`src/rtl/hazard_stall_ctrl.sv`:
```
// Pipeline hazard unit: load-use stalls, branch flush, optional mult/div result wait.
// Define HAZARD_MULDIV_EN to enable the HI/LO read interlock (md_busy tied low otherwise).
module hazard_stall_ctrl #(
    parameter int unsigned MD_LATENCY = 32
) (
    input  logic        clk,
    input  logic        rst,
    input  logic [4:0]  id_rs,
    input  logic [4:0]  id_rt,
    input  logic        id_uses_rt,
    input  logic [4:0]  ex_rt,
    input  logic        ex_mem_read,
    input  logic        branch_taken,
    input  logic        md_start,
    input  logic        id_reads_hilo,
    output logic        pc_write,
    output logic        ifid_write,
    output logic        idex_bubble,
    output logic        ifid_flush,
    output logic        md_busy,
    output logic [15:0] stall_cnt
);

    logic        load_hazard;
    logic        md_hazard;
    logic        md_busy_raw;
    logic        stall;
    logic [15:0] stall_cnt_q, stall_cnt_d;

    assign load_hazard = ex_mem_read && (ex_rt != 5'd0) &&
                         ((ex_rt == id_rs) || (id_uses_rt && (ex_rt == id_rt)));

`ifdef HAZARD_MULDIV_EN
    typedef enum logic {
        RUN,
        MD_WAIT
    } state_e;

    localparam logic [5:0] MD_RELOAD = 6'(MD_LATENCY - 1);

    state_e     state_q, state_d;
    logic [5:0] md_cnt_q, md_cnt_d;

    always_ff @(posedge clk) begin
        if (rst) begin
            state_q  <= RUN;
            md_cnt_q <= '0;
        end else begin
            state_q  <= state_d;
            md_cnt_q <= md_cnt_d;
        end
    end

    // A new issue always restarts the countdown, even mid-wait.
    always_comb begin
        md_cnt_d = md_cnt_q;
        if (md_start) begin
            md_cnt_d = MD_RELOAD;
        end else if (md_cnt_q != '0) begin
            md_cnt_d = md_cnt_q - 6'd1;
        end
    end

    always_comb begin
        state_d = state_q;
        case (state_q)
            RUN:     if (md_hazard) state_d = MD_WAIT;
            MD_WAIT: if (md_cnt_q == '0) state_d = RUN;
            default: state_d = RUN;
        endcase
    end

    assign md_busy_raw = (md_cnt_q != '0);
    assign md_hazard   = id_reads_hilo && md_busy_raw;
`else
    localparam int unsigned md_latency_unused = MD_LATENCY;
    logic md_inputs_unused;

    assign md_inputs_unused = md_start ^ id_reads_hilo;
    assign md_busy_raw      = 1'b0;
    assign md_hazard        = 1'b0;
`endif

    // Reset masks every control output so the pipeline runs freely while held.
    assign stall = (load_hazard || md_hazard) && !rst;

    always_comb begin
        pc_write    = 1'b1;
        ifid_write  = 1'b1;
        idex_bubble = 1'b0;
        ifid_flush  = 1'b0;
        md_busy     = md_busy_raw && !rst;
        if (stall) begin
            pc_write    = 1'b0;
            ifid_write  = 1'b0;
            idex_bubble = 1'b1;
        end else if (!rst) begin
            ifid_flush = branch_taken;
        end
    end

    always_comb begin
        stall_cnt_d = stall_cnt_q;
        if (stall && (stall_cnt_q != '1)) begin
            stall_cnt_d = stall_cnt_q + 16'd1;
        end
    end

    always_ff @(posedge clk) begin
        if (rst) begin
            stall_cnt_q <= '0;
        end else begin
            stall_cnt_q <= stall_cnt_d;
        end
    end

    assign stall_cnt = stall_cnt_q;

endmodule

```
`config.mk`:
```
export PLATFORM = sky130hd
export DESIGN_NAME = hazard_stall_ctrl
export DESIGN_NICKNAME = d
export VERILOG_FILES = /design/src/rtl/hazard_stall_ctrl.sv
export SDC_FILE = /design/constraint.sdc
export NUM_CORES = 1
export LEC_CHECK = 0
export BUFFER_PORTS_ARGS = -buffer_cell sky130_fd_sc_hd__buf_2
export CAP_MARGIN = 20
export CORE_UTILIZATION = 51
export CTS_BUF_LIST = sky130_fd_sc_hd__clkbuf_16
export CTS_CLUSTER_SIZE = 25
export DETAILED_ROUTE_END_ITERATION = 16
export GPL_TIMING_DRIVEN = 0
export PLACE_DENSITY_LB_ADDON = 0.2
export SKIP_CTS_REPAIR_TIMING = 1
export SYNTH_ARGS = -nofsm -noshare
export SYNTH_HDL_FRONTEND = slang
export SYNTH_SLANG_ARGS = --single-unit
```
`constraint.sdc`:
```
create_clock -name clk -period 5.2 [get_ports clk]
set_clock_uncertainty 0.05 [all_clocks]
set_input_delay 0.52 -clock clk [delete_from_list [all_inputs] [get_ports clk]]
set_output_delay 0.52 -clock clk [all_outputs]
set_load 0.005 [all_outputs]
```
==> results of run 1 <==
## per-layer routing
layer	global-route usage (%)	up-vias	part of all wire, %
met2	42.2	37	53
met1	29.3	546	41
met3	6.42	6	4.7
li1	-	565	-
met5	0	-	0
met4	11.1	0	1.5
## worst max-delay path: cells and delay by family
kind            cells  cell delay, ps
buf+inv             2             260
compound gates      1             470
simple gates        3             920
## metrics by stage
step	power, W	hold slack [ps]
6_report	0.000312	452
5_1_grt	0.000322	507
4_1_cts	0.000315	455
3_5_place_dp	0.000162	449
3_3_place_gp	0.000161	443
2_1_floorplan	0.000148	435
## final timing paths
kind,startpoint,slack [ps],endpoint
min,stall_cnt[5]$_SDFFE_PP0P_,450,stall_cnt[5]$_SDFFE_PP0P_
max,ex_rt[1],2460,ifid_flush
max reg2reg,stall_cnt[1]$_SDFFE_PP0P_,3050,stall_cnt[1]$_SDFFE_PP0P_
min reg2reg,stall_cnt[5]$_SDFFE_PP0P_,450,stall_cnt[5]$_SDFFE_PP0P_
## cell families (layout without fill, tap and decap cells)
logic type / after synthesis / after routing / synth area share (%)
buffers and inverters: 10 / 53 / 5.81
AOI/OAI and AO/OA: 29 / 29 / 19.8
and+or+nand+nor: 55 / 55 / 30.5
xor gates and xnor gates: 10 / 10 / 8.14
muxes: 4 / 4 / 4.53
DFF: 16 / 16 / 29.8
adders and majority gates: 1 / 1 / 1.16
other: 1 / 1 / 0.349
## final cells by class
| type | instances | share of cell area [%] |
|---|---|---|
| Clock buffer | 3 | 5.42 |
| Multi-Input combinational cell | 100 | 50.1 |
| Clock inverter | 1 | 0.271 |
| Inverter | 3 | 0.814 |
| Sequential cell | 16 | 23.1 |
| Tap cell | 27 | 2.44 |
| Buffer | 7 | 3.71 |
| Timing Repair Buffer | 39 | 14.1 |
## power breakdown
part	internal (W)	leakage, nW	switching [W]
logic	0.0000176	0.383	0.0000193
clock network	0.000102	0.0385	0.0000496
registers	0.000123	0.129	0.000000129
## layout by cell type (no fill, tap or decap), drive strengths merged
master / instances
xnor2: 10
a31oi: 1
nand4: 5
o22ai: 1
and2b: 1
o21a: 1
a21oi: 9
mux2: 4
o21ai: 3
dfxtp: 16
clkinv: 1
a311oi: 1
and4: 2
buf: 45
o41ai: 2
nand3: 6
and2: 2
o22a: 1
or3: 1
nor3b: 1
nor2b: 5
nor2: 6
inv: 3
o311ai: 2
or4: 10
and3: 3
conb: 1
nand2: 9
ha: 1
clkbuf: 4
nor3: 1
nor4: 2
o31ai: 8
or2: 1
==> metrics.md, run 1 <==
| Metric | Value |
|---|---|
| IO buf count | `39` |
| Data arrival time of the worst path | `2170 ps` |
| Number of library cell types mapped by synthesis | `40` |
| Starting density of the core | `54.3%` |
| Post-route setup slack | `2460 ps` |
| Total number of nets in the final design | `193` |
| TritonCTS Buffers | `3` |
| Final worst path period share | `52.8%` |
| Synthesis-stage register bit count | `16` |
| Slowest CP cell | `sky130_fd_sc_hd__or4_4` |
| Number of endpoints with negative hold slack in the final report | `0` |
| Iteration count of the initial detailed-routing pass | `4` |
| Die width | `47.9 um` |
| Clock insertion delay at the later pin of the skew report | `250 ps` |
| Global-route wire length before repair | `3910 um` |
| Setup repair after global routing missed its margin | `false` |
| Area share of the largest cell type after synthesis | `29.8%` |
| Via count of the first global-routing pass | `908` |
| Worst slew margin relative to its limit | `62.7%` |
| Number of enable-type register cells in the synthesized netlist | `0` |
| Number of standard cells in the layout, taps in and fillers out | `196` |
| Register area | `320 um2` |
| WP data required | `4630 ps` |
| Worst Setup Path Type | `input port to output port` |
| Wirelength per Cell | `13.6 um` |
| Worst reg-to-reg path cell count | `7` |
| Antenna violation net count after detailed routing | `0` |
| Top post-synthesis cells by count | `sky130_fd_sc_hd__dfxtp_1 (16), sky130_fd_sc_hd__xnor2_1 (10), sky130_fd_sc_hd__a21oi_1 (9), sky130_fd_sc_hd__nand2_1 (9)` |
| Synthesized instance count | `126` |
| Worst slack at placement | `2540 ps` |
| Pin slew with the least headroom to its limit | `557 ps` |
| Yosys synthesis warning count | `0` |
| Maximum single-stage delay on the critical path | `540 ps` |
| Accumulated negative setup slack | `0 ps` |
| Cell types with the largest area share after synthesis | `sky130_fd_sc_hd__dfxtp_1 (30%), sky130_fd_sc_hd__xnor2_1 (8.1%), sky130_fd_sc_hd__o31ai_1 (5.6%)` |
| Vias | `1154` |
| Clock slew seen by the registers of the worst setup and hold paths | `50 ps` |
| CP endpoint kind | `output port` |
| Maximum number of pins on one net before global-route repair | `11` |
| Fraction of final layout cells sized beyond drive strength 1 | `34.9%` |
| Die outline height | `47.9 um` |
| Cell breakdown of the critical path | `buf_2 > or4_4 > o21ai_1 > nor2_1 > nor3b_1 > buf_2` |
| Layout overhead on the synthesized area | `28.6%` |
| H-Tree Level Count | `1` |
| TritonCTS clock tree | `done` |
| LEAKAGE | `0.550 nW` |
| Final routed DRC violation total | `0` |
| Aggregate global-route resource usage | `24.8%` |
| Antenna cell count | `0` |
| Nets in the synthesized netlist | `149` |
| Hold-critical path depth | `2` |
| Number of antenna violations at the first check in global routing | `0` |
| Largest vdd supply drop | `0.000212 V` |
| Die area | `0.00230 mm2` |
| Largest area contributor in the netlist | `sky130_fd_sc_hd__dfxtp_1` |
| Total wire length after detailed routing | `2660 um` |
| Final design instance area without fill | `0.00138 mm2` |
| Outcome | `finished, final reports clean` |
| Peak clock frequency supported by timing | `365 MHz` |
| Sequential element share of the synthesized area | `29.8%` |
| Hpwl dp | `1980 um` |
| Async S/R FF share, synth | `0%` |
| Clock Tree Root | `sky130_fd_sc_hd__clkbuf_16` |
| Largest register FFs | `16` |
| Synth Cell Area | `0.00108 mm2` |
| Most used flip-flop cell after synthesis | `sky130_fd_sc_hd__dfxtp_1` |
| Pwr Density | `225 mW/mm2` |
| Sink count of the clock tree | `16` |
| Max Transition Viols Final | `0` |
| Final min period | `2740 ps` |
| Buffers from clock root to sink, at most | `2` |
| DR vias/cell | `5.89` |
| Final-layout fill cell count | `170` |
| Core Box Area | `0.00198 mm2` |
| Cell with the most instances on the worst path | `sky130_fd_sc_hd__buf_2` |
| # rows | `16` |
| Footprint of the multi-input gates | `693 um2` |
| Top-level I/O count | `43` |
| Fin util | `69.8%` |
| Gpl congestion | `0.799` |
| Worst min-delay path class | `flip-flop to flip-flop` |
| Iteration-0 DRC Markers | `25` |
| Final setup violation count | `0` |
| Nature of the critical path startpoint | `input port` |
| Instance count after placement with tap cells included | `192` |
| Cell area after placement | `0.00131 mm2` |
| Syn avg cell area | `8.54 um2` |
| Dominant cell by count in the synthesized netlist | `sky130_fd_sc_hd__dfxtp_1` |
| Global-route congestion overflow total | `0` |
| Number of max-cap violations | `0` |
| Peak fanout along the critical path | `7` |
(Power assumes the default switching activity.)
==> run 2: changes to the inputs <==
--- a/config.mk
+++ b/config.mk
@@ -7,7 +7,7 @@
 export LEC_CHECK = 0
 export BUFFER_PORTS_ARGS = -buffer_cell sky130_fd_sc_hd__buf_2
 export CAP_MARGIN = 20
-export CORE_UTILIZATION = 51
+export CORE_UTILIZATION = 43
 export CTS_BUF_LIST = sky130_fd_sc_hd__clkbuf_16
 export CTS_CLUSTER_SIZE = 25
 export DETAILED_ROUTE_END_ITERATION = 16
==> constraint.sdc (replaced) <==
create_clock -name clk -period 2.34 [get_ports clk]
set_clock_uncertainty 0.05 [all_clocks]
set_input_delay 0.234 -clock clk [delete_from_list [all_inputs] [get_ports clk]]
set_output_delay 0.234 -clock clk [all_outputs]
set_load 0.005 [all_outputs]
==> run 2 against run 1 <==
Compared with the run above: via count shrank 3.9%; critical path depth up 1; sequential share of layout area about the same; clock power increased by 120%; combinational power up 120%; register-to-register slack worse by 2900 ps; total power up 120%; wire length rose by 1.9%; critical endpoint is now stall_cnt[1]$_SDFFE_PP0P_; non-clock buffer count is the same; first-iteration DRC count fell by 72%; final cell count stayed put.
==> metrics.md, run 2 (same netlist as run 1, synthesis figures left out) <==
| Metric | Value |
|---|---|
| Hpwl dp | `2000 um` |
| Worst slew margin relative to its limit | `65.3%` |
| Iteration count of the initial detailed-routing pass | `4` |
| Pin slew with the least headroom to its limit | `517 ps` |
| Peak fanout along the critical path | `10` |
| Fin util | `60.7%` |
| Die width | `52.0 um` |
| Worst setup slack for register-to-register paths | `180 ps` |
| Global-route wire length before repair | `4310 um` |
| Clock Tree Root | `sky130_fd_sc_hd__clkbuf_16` |
| Accumulated negative setup slack | `0 ps` |
| Antenna violation net count after detailed routing | `0` |
| Cell breakdown of the critical path | `ha_1 > inv_1 > or4_4 > o21ai_4 > buf_6 > nor2_2 > mux2_4` |
| # rows | `17` |
| Maximum single-stage delay on the critical path | `560 ps` |
| Terminus of the critical flop-to-flop path | `stall_cnt[1]$_SDFFE_PP0P_` |
| Worst path buffer plus inverter count | `2` |
| Number of antenna violations at the first check in global routing | `0` |
| Termination of the worst setup path | `stall_cnt[1]$_SDFFE_PP0P_` |
| Outcome | `finished, final reports clean` |
| H-Tree Level Count | `1` |
| Peak clock frequency supported by timing | `463 MHz` |
| Clock insertion delay at the later pin of the skew report | `250 ps` |
| Final setup violation count | `0` |
| Final routed DRC violation total | `0` |
| LEAKAGE | `0.549 nW` |
| Iteration-0 DRC Markers | `7` |
| Most frequent cells in the layout | `sky130_fd_sc_hd__buf_2 (41), sky130_fd_sc_hd__dfxtp_1 (16), sky130_fd_sc_hd__xnor2_1 (10), sky130_fd_sc_hd__nand2_1 (9), sky130_fd_sc_hd__a21oi_1 (9)` |
| Cell class contributing the biggest share of worst-path delay | `simple AND/OR/NAND/NOR gates` |
| CP Launch Point | `stall_cnt[0]$_SDFFE_PP0P_` |
| Instance count after placement with tap cells included | `193` |
| Data arrival time of the worst path | `2250 ps` |
| Die area | `0.00271 mm2` |
| Most common cell after layout, fill and taps aside | `sky130_fd_sc_hd__buf_2` |
| Top-level I/O count | `43` |
| Worst min-delay path class | `input port to flip-flop` |
| TritonCTS clock tree | `done` |
| TritonCTS Buffers | `3` |
| Worst reg2reg path startpoint | `stall_cnt[0]$_SDFFE_PP0P_` |
| Logic depth of the worst path, buffers included | `7` |
| Gpl congestion | `0.864` |
| Starting density of the core | `47.3%` |
| Antenna cell count | `0` |
| Slowest CP cell | `sky130_fd_sc_hd__or4_4` |
| Largest vdd supply drop | `0.000354 V` |
| Pwr Density | `500 mW/mm2` |
| Aggregate global-route resource usage | `21.9%` |
| Final min period | `2160 ps` |
| Buffers from clock root to sink, at most | `2` |
| Final worst path period share | `92.2%` |
| Total number of nets in the final design | `193` |
| Hold path start | `rst` |
| Setup repair after global routing missed its margin | `false` |
| Fraction of final layout cells sized beyond drive strength 1 | `35.1%` |
| Maximum number of pins on one net before global-route repair | `11` |
| Max Transition Viols Final | `0` |
| Number of standard cells in the layout, taps in and fillers out | `196` |
| Via count of the first global-routing pass | `997` |
| Total wire length after detailed routing | `2710 um` |
| Vias | `1109` |
| Global-route congestion overflow total | `0` |
| Die outline height | `52.0 um` |
| WP data required | `2430 ps` |
| Layout overhead on the synthesized area | `28.4%` |
| Number of endpoints with negative hold slack in the final report | `0` |
| CP endpoint kind | `flip-flop` |
| Worst slack at placement | `193 ps` |
| Core Box Area | `0.00228 mm2` |
| Post-route setup slack | `182 ps` |
| Largest register FFs | `16` |
| Worst reg-to-reg path cell count | `7` |
| Clock slew seen by the registers of the worst setup and hold paths | `50 ps` |
| Wirelength per Cell | `13.8 um` |
| IO buf count | `39` |
| Nature of the critical path startpoint | `flip-flop` |
| Number of max-cap violations | `0` |
| Worst Setup Path Type | `flip-flop to flip-flop` |
| Sink count of the clock tree | `16` |
| DR vias/cell | `5.66` |
-- run 2: cell types whose count changed in the layout (fill, tap and decap cells not counted) --
cell	delta
sky130_fd_sc_hd__clkinv_1	-1
-- run 2: metrics by stage --
step / power, W / hold WS, ps / instance area [um2]
2_1_floorplan: 0.000328 / 428 / 1080
3_3_place_gp: 0.000359 / 441 / 1310
3_5_place_dp: 0.000361 / 451 / 1310
4_1_cts: 0.000698 / 322 / 1380
5_1_grt: 0.000710 / 350 / 1380
6_report: 0.000691 / 320 / 1380
-- run 2: routing by layer --
metal | track usage, % | up-vias | wire length, um
li1 | - | 568 | -
met1 | 27.0 | 504 | 1210
met2 | 35.3 | 33 | 1330
met3 | 4.68 | 4 | 130
met4 | 11.7 | 0 | 41
met5 | 0 | - | 0
-- run 2: area by class of cell --
type | count | area [um2]
plain buffers | 7 | 51.3
well taps | 28 | 35.0
multi-input cells | 100 | 693
inverters | 3 | 11.3
flip-flops and latches | 16 | 320
fillers | 206 | 895
clock buffers | 3 | 75.1
repair buffers | 39 | 195
-- run 2: power by group --
part	internal (W)	switching [W]
clock	0.000225	0.000110
combinational	0.0000390	0.0000432
sequential	0.000273	0.000000308
-- run 2: worst min-delay path by stage --
| stage | to | slack, ps | cells past startpoint |
|---|---|---|---|
| 2_1_floorplan | stall_cnt[9]$_SDFFE_PP0P_ | 430 | 2 |
| 3_3_place_gp | stall_cnt[5]$_SDFFE_PP0P_ | 440 | 2 |
| 3_5_place_dp | stall_cnt[5]$_SDFFE_PP0P_ | 450 | 2 |
| 4_1_cts | stall_cnt[9]$_SDFFE_PP0P_ | 320 | 3 |
| 5_1_grt | stall_cnt[9]$_SDFFE_PP0P_ | 350 | 3 |
| 6_report | stall_cnt[9]$_SDFFE_PP0P_ | 320 | 3 |
-- run 2: worst register-to-register path: stages (launching register included) --
cell                      delay (ps)
sky130_fd_sc_hd__dfxtp_1         370
sky130_fd_sc_hd__ha_1            240
sky130_fd_sc_hd__inv_1            90
sky130_fd_sc_hd__or4_4           560
sky130_fd_sc_hd__o21ai_4         240
sky130_fd_sc_hd__buf_6           180
sky130_fd_sc_hd__nor2_2           50
sky130_fd_sc_hd__mux2_4          280
